[src/rtl/seq_div_pkg.sv]
// seq_div_pkg: FSM encodings and divide-by-zero constant shared by the divider files.
package seq_div_pkg;

    typedef enum logic [3:0] {
        IDLE  = 4'h0,
        CHECK = 4'h1,
        ITER  = 4'h2,
        DONE  = 4'h5
    } state_t;

    // Quotient reported for a zero divisor: all ones at any width (sliced by the user).
    localparam logic [31:0] DBZ_QUO = '1;

endpackage

[src/rtl/seq_div_step.sv]
// seq_div_step: one restoring-division iteration on {rem, quo}, purely combinational.
module seq_div_step #(
    parameter int WIDTH = 8
) (
    input  logic [WIDTH:0]   rem,
    input  logic [WIDTH-1:0] quo,
    input  logic [WIDTH-1:0] divisor,
    output logic [WIDTH:0]   rem_next,
    output logic [WIDTH-1:0] quo_next
);

    logic [2*WIDTH:0] sh;
    logic [WIDTH:0]   trial;

    // A clear trial MSB means the shifted remainder covered the divisor.
    always_comb begin
        sh       = {rem, quo} << 1;
        trial    = sh[2*WIDTH:WIDTH] - {1'b0, divisor};
        rem_next = trial[WIDTH] ? sh[2*WIDTH:WIDTH] : trial;
        quo_next = sh[WIDTH-1:0] | {{(WIDTH-1){1'b0}}, ~trial[WIDTH]};
    end

endmodule

[src/rtl/seq_div.sv]
// seq_div: iterative unsigned restoring divider, one quotient bit per clock,
// with valid/ready handshakes on the operand and result sides.
module seq_div
    import seq_div_pkg::*;
#(
    parameter int WIDTH = 8
) (
    input  logic             clk,
    input  logic             rst,
    input  logic             in_valid,
    output logic             in_ready,
    input  logic [WIDTH-1:0] dividend,
    input  logic [WIDTH-1:0] divisor,
    output logic             out_valid,
    input  logic             out_ready,
    output logic [WIDTH-1:0] quotient,
    output logic [WIDTH-1:0] remainder,
    output logic             div_by_zero
);

    localparam int CW = $clog2(WIDTH + 1);

    state_t           state, state_next;
    logic [WIDTH:0]   rem, rem_step;
    logic [WIDTH-1:0] quo, quo_step, dvs;
    logic [CW-1:0]    cnt;

    seq_div_step #(.WIDTH(WIDTH)) u_step (
        .rem     (rem),
        .quo     (quo),
        .divisor (dvs),
        .rem_next(rem_step),
        .quo_next(quo_step)
    );

    assign in_ready  = state == IDLE;
    assign out_valid = state == DONE;

    always_comb begin
        state_next = IDLE;
        case (state)
            IDLE:    state_next = in_valid ? CHECK : IDLE;
            CHECK:   state_next = dvs == '0 ? DONE : ITER;
            ITER:    state_next = cnt == CW'(1) ? DONE : ITER;
            DONE:    state_next = out_ready ? IDLE : DONE;
            default: state_next = IDLE;
        endcase
    end

    always_ff @(posedge clk or posedge rst) begin
        if (rst) state <= IDLE;
        else     state <= state_next;
    end

    // Result registers load only on the way into DONE, so a partial quotient never shows.
    always_ff @(posedge clk or posedge rst) begin
        if (rst) begin
            rem         <= '0;
            quo         <= '0;
            dvs         <= '0;
            cnt         <= '0;
            quotient    <= '0;
            remainder   <= '0;
            div_by_zero <= 1'b0;
        end else begin
            case (state)
                IDLE: begin
                    if (in_valid) begin
                        quo <= dividend;
                        dvs <= divisor;
                        rem <= '0;
                    end
                end
                CHECK: begin
                    if (dvs == '0) begin
                        quotient    <= DBZ_QUO[WIDTH-1:0];
                        remainder   <= quo;
                        div_by_zero <= 1'b1;
                    end else begin
                        cnt         <= CW'(WIDTH);
                        div_by_zero <= 1'b0;
                    end
                end
                ITER: begin
                    rem <= rem_step;
                    quo <= quo_step;
                    cnt <= cnt - 1'b1;
                    if (cnt == CW'(1)) begin
                        quotient  <= quo_step;
                        remainder <= rem_step[WIDTH-1:0];
                    end
                end
                default: ;
            endcase
        end
    end

endmodule

[config.mk]
export PLATFORM = sky130hd
export DESIGN_NAME = seq_div
export DESIGN_NICKNAME = d
export VERILOG_FILES = /design/src/rtl/seq_div_pkg.sv /design/src/rtl/seq_div_step.sv /design/src/rtl/seq_div.sv
export SDC_FILE = /design/constraint.sdc
export NUM_CORES = 1
export LEC_CHECK = 0
export ABC_AREA = 1
export CAP_MARGIN = 20
export CORE_ASPECT_RATIO = 0.5
export CORE_MARGIN = 3
export CORE_UTILIZATION = 45
export CTS_CLUSTER_SIZE = 25
export DETAILED_ROUTE_END_ITERATION = 10
export HOLD_SLACK_MARGIN = 0.1
export PLACE_DENSITY = 0.69
export SLEW_MARGIN = 25
export SYNTH_ARGS = -nofsm -noshare
export SYNTH_HDL_FRONTEND = slang
export SYNTH_SLANG_ARGS = --single-unit
[constraint.sdc]
create_clock -name clk -period 4.6 [get_ports clk]
set_clock_uncertainty 0.15 [all_clocks]
set_input_delay 0.92 -clock clk [delete_from_list [all_inputs] [get_ports clk]]
set_output_delay 0.92 -clock clk [all_outputs]
set_load 0.03 [all_outputs]
# Yosys cells after proc, flatten, opt, wreduce, memory -nomap -nowiden
# Index checks and enable logic that the tools add are counted.
# classes
bitwise_logic	2
mux	19
n_eq_ne	8
n_addsub	2
n_reduce_logical	8
# op_table
op	n
$pmux 8 s2	4
$mux 8	7
$pmux 3 s4	1
$mux 3	3
$sub 9x8->9	1
$eq 4x1->1 const B	2
$logic_not 8->1	1
$ne 2x2->1 const B	4
$or 8x1->8	1
$pmux 4 s2	1
$reduce_and 2->1	3
$eq 4x2->1 const B	1
$eq 4x3->1 const B	1
$logic_not 4->1	1
$mux 4	1
$reduce_bool 2->1	2
$sub 4x1->4 const B	1
$reduce_and 3->1	1
$mux 1	2
$not 1->1	1
# word_totals
out_inout_bits	19
inputBits	20
wordCells	47
regBits	49

# Logic depth before layout (Yosys ltp)
# logic_depth
ltp_word	5
ltp_mapped	14
mapped_depth_nobuf	14

# Cells and area by module
# From an unflattened synthesis, not the netlist that was laid out.
# hier_totals
cells_unflattened	373
hier_area_um2	2816.5
# modules_own_cells
module	n_inst	seq_area_each_um2	area_per_inst_um2	cells_each
seq_div	1	1226.2	2274.7	274
seq_div_step	1	0.0	541.8	99

# Worst setup path before layout
# OpenSTA, ideal clock, no wires.
# synth_path
path_kind	flip-flop to flip-flop
startpoint	reg quo[7]
endpoint	reg remainder[7]
path_buffers	0
path_slack_ns	2.543
stages_incl_launch_ff	15
synth_period_minus_slack_ns	2.057
t_required_ns	4.337
setup_time_ns	0.113
arrival_ns	1.794
cell_sequence	dfrtp_1 > inv_1 > ha_1 > inv_1 > fa_1 > nand2_1 > nand2_1 > nand3_1 > nand2_1 > nand2_1 > nand2_1 > nand3_1 > nand3_1 > nand2_1 > inv_1
# synth_between
elab_chain_len	4
elab_cells_between_ends	5
classes_between	add/sub: 1; mux: 4
# synth_rtl
item	line_no	source
from (decl)	seq_div.sv:25	logic [WIDTH-1:0] quo, quo_step, dvs;
from (signal assigned)	seq_div.sv:69	quo <= dividend;
from (signal assigned)	seq_div.sv:86	quo <= quo_step;
$sub 9x8->9	seq_div_step.sv:18	trial = sh[2*WIDTH:WIDTH] - {1'b0, divisor};
$mux 8	seq_div_step.sv:19	rem_next = trial[WIDTH] ? sh[2*WIDTH:WIDTH] : trial;
$mux 8	seq_div.sv:88	if (cnt == CW'(1)) begin
$pmux 8 s2 *	seq_div.sv:66	case (state)
to (signal assigned)	seq_div.sv:77	remainder <= quo;
to (signal assigned)	seq_div.sv:90	remainder <= rem_step[WIDTH-1:0];
to (decl)	seq_div.sv:17	output logic [WIDTH-1:0] remainder,
# Every way passes the cells marked *; elsewhere a longest branch is shown, timed or not. The select of a mux whose other input is x is not followed.
# A chain may end at the register's enable or synchronous reset.

# Final worst setup path
# layout_path
startpoint	reg state[0]
endpoint	out in_ready
# layout_between
elab_chain_len	1
# layout_rtl
item	line_no	source
from (decl)	seq_div.sv:23	state_t state, state_next;
from (signal assigned)	seq_div.sv:52	else state <= state_next;
$logic_not 4->1	seq_div.sv:36	assign in_ready = state == IDLE;
to (decl)	seq_div.sv:11	output logic in_ready,
# Every way passes these cells.

==> impl_metrics.yaml <==
yosys:
  synth_area_sq_um: 2690
  netlist_instances: 340
  synth-xor-area-share_pct: 1.302
  synth_fa_ha_area_share_pct: 5.395
  ys_seq_area_share_pct: 44.65
  synthMuxAreaShare_pct: 0
  yosys.area_share.simple_pct: 28.84
  yosys.cell_types.count: 31
  synth_top_family_by_area: "simple AND/OR/NAND/NOR gates"
  synth_compound_area_share_pct: 8.605
  yosysTopAreaCell: "dfrtp_1"
  yosys-top-cells-area: "dfrtp_1 45%, nand2_1 10%, nand3_1 8.0%, inv_1 7.4%, ha_1 4.7%"
  synth_top_area_share_pct: 44.65
  avgSynthCellArea_sq_um: 7.912
  synth_nets: 371
  ys_ff_latch: 48
  ys_warn_count: 0
sta:
  tns_ns: 0
  whs_ns: 0.3311
  slew_headroom_pct: 43.56
  hold_viol: 0
  max_clock_freq_ghz: 0.3638
  period_needed_ns: 2.749
  grt_setup_unrepaired: "no"
  final_max_slew_viol_count: 0
  worst_pin_slew_ns: 0.8456
  finalSetupViolCount: 0
  post-route-period-util_pct: 59.76
global_route:
  grt_overflow: 0
  grt_pass1_wl_um: 9977
  grt_pass1_vias: 2104
  grt_antenna_before_repair: 0
  grt_max_degree: 50
  grtUsageTotal_pct: 18.43
route:
  drc: 0
  wl_per_cell_um: 13.08
  dr.pass1.iters: 5
  drt_wl_total_um: 5899
  drtIter0Drc: 156
  vias: 2254
  postRouteAntennaNets: 0
  vias_per_cell: 4.998
critical_path:
  worst_r2r_endpoint: "remainder[3]"
  crit_arrival_ns: 1.68
  path_max_fanout: 4
  crit_slowest_cell: "clkdlybuf4s50_1"
  crit_required_ns: 3.53
  regToRegSetupSlack_ns: 2.28
  r2r_cells: 14
  cpPeakStageDelay_ns: 0.71
  worstSetupEndpointType: "output pin"
  crit_chain: "nor3_2, clkdlybuf4s50_1"
  r2r_start: "quo[7]"
  crit_path_start_kind: "register"
  critical_path_class: "reg -> out"
cells_and_area:
  drive_above_1_share_pct: 7.407
  area_growth_pct: 21.16
  utilization_pct: 57.85
  nets: 408
  final_cells: 451
  fillCellCount: 503
  diodes: 0
placed_design:
  place_congestion: 0.8569
  hpwlAfterDp_um: 4396
  dpl.cell_count: 443
  io_buffers: 38
clock_network:
  cts_tree: "yes"
  cts_max_level: 2
  postCtsSetupBuffers: 0
  ctsLongestPathBuffers: 2
  clk_pin_slew_ns: 0.06
  clock_sink_count: 48
  cts_buffers: 5
  root_buffer: "clkbuf_16"
  cts_resized: 0
  cts_hold_buf: 0
  clk_latency_ns: 0.29
die:
  core_sq_um: 5634
  io_pins: 39
  num_rows: 19
  fp.dieH_um: 60.67
  start_util_pct: 47.75
  fp.dieW_um: 115.3
  dieArea_sq_um: 6998
pwr:
  p_leak_nw: 1.626
  p_sw_share_pct: 45.65
  p_comb_share_pct: 55.7
  power_density_nw_per_um2: 784.2
  peakVddDrop_uv: 315.4
  clockPowerShare_pct: 16.2
  power_frac_seq_pct: 28.1
  power.total_mw: 2.556
  p_sw_mw: 1.167
  intPower_mw: 1.389
worst_hold_path:
  hold_class: "reg -> reg"
  hold_depth: 2
  min_from: "div_by_zero"
  whs_endpoint: "div_by_zero"
flow_run:
  cap_violations: 0
status:
  outcome: "finished clean"
==> cells in the final DEF (no fill, tap or decap), drive strengths merged, types with 2 or more instances in the layout <==
cell type      netlist  layout
a21oi                9       9
inv                 58      57
a31oi                8       8
o21ai               14      14
nand2               79      79
nor2                33      33
nand3               44      44
xor2                 2       2
nand4                4       4
nor3                 2       2
clkbuf               0       5
xnor2                2       2
ha                  10      10
o31ai                6       6
clkinv               0       2
dfrtp               48      48
or2                  8       8
clkdlybuf4s50        0      38
==> sequential cells by signal, summed over array words and instances, names as in the netlist <==
register     cells
div_by_zero      1
cnt              4
dvs              8
quo              8
quotient         8
remainder        8
state            3
rem              8
==> worst max-delay path by stage <==
stage / start / to / slack (ns)
CTS: state[0] / in_ready / 1.83
global placement: in_valid / rem[7] / 2.13
detailed placement: in_valid / rem[7] / 2.12
floorplan: rst / cnt[0] / 2.39
finish: state[0] / in_ready / 1.85
global route: state[0] / in_ready / 1.79
==> cell usage after synthesis <==
cell type   n
nand2_1    75
inv_1      53
dfrtp_1    48
nand3_1    43
nor2_1     32
o21ai_0    14
ha_1       10
a21oi_1     9
a31oi_1     8
o31ai_1     6
buf_6       5
or2_1       4
or2_2       4
buf_2       3
inv_2       3
nand2_2     3
nand4_1     3
inv_4       2
xnor2_1     2
xor2_1      2
a22oi_1     1
buf_4       1
fa_1        1
nand2_4     1
nand3_2     1
nand4_2     1
nor2_4      1
nor3_2      1
nor3_4      1
o211ai_1    1
o22ai_1     1
==> cell families after synthesis <==
logic type	count (synthesis)
xor gates and xnor gates	4
AOI/OAI and AO/OA	40
and+or+nand+nor	170
DFF	48
buffers and inverters	67
adders and majority gates	11
==> critical path, delay by kind of cell (launching register included) <==
kind,cells,cell delay [ns]
buf+inv,1,0.71
flops,1,0.45
simple gates,1,0.24
==> through the flow <==
step,setup slack [ns],cell area [sq um]
after floorplan,2.386,2690
after global placement,2.133,3090
after detailed placement,2.122,3090
after CTS,1.833,3258
after global routing,1.792,3259
final,1.851,3259
==> cell type report <==
type / count / area (sq um) / area share, %
Sequential cell: 48 / 1201 / 36.85
Multi-Input combinational cell: 225 / 1187 / 36.43
Timing Repair Buffer: 39 / 387.9 / 11.90
Inverter: 58 / 224.0 / 6.871
Clock buffer: 5 / 125.1 / 3.839
Tap cell: 73 / 91.34 / 2.802
Clock inverter: 3 / 42.54 / 1.305
==> power by group through the flow <==
stage | combinational, mW | clock (mW) | sequential [mW]
6_report | 1.42 | 0.413 | 0.719
5_1_grt | 1.61 | 0.441 | 0.742
4_1_cts | 1.43 | 0.421 | 0.720
3_5_place_dp | 1.42 | 0 | 0.726
3_3_place_gp | 1.40 | 0 | 0.718
2_1_floorplan | 0.930 | 0 | 0.854
==> metal layers <==
metal / up-vias / GRT usage [%] / part of all wire, %
met5: - / 0 / 0
met4: 0 / 5.017 / 0.81
met3: 5 / 3.486 / 3.5
met2: 40 / 28.04 / 43
met1: 1051 / 27.27 / 53
li1: 1158 / - / -
(Power assumes the default switching activity.)
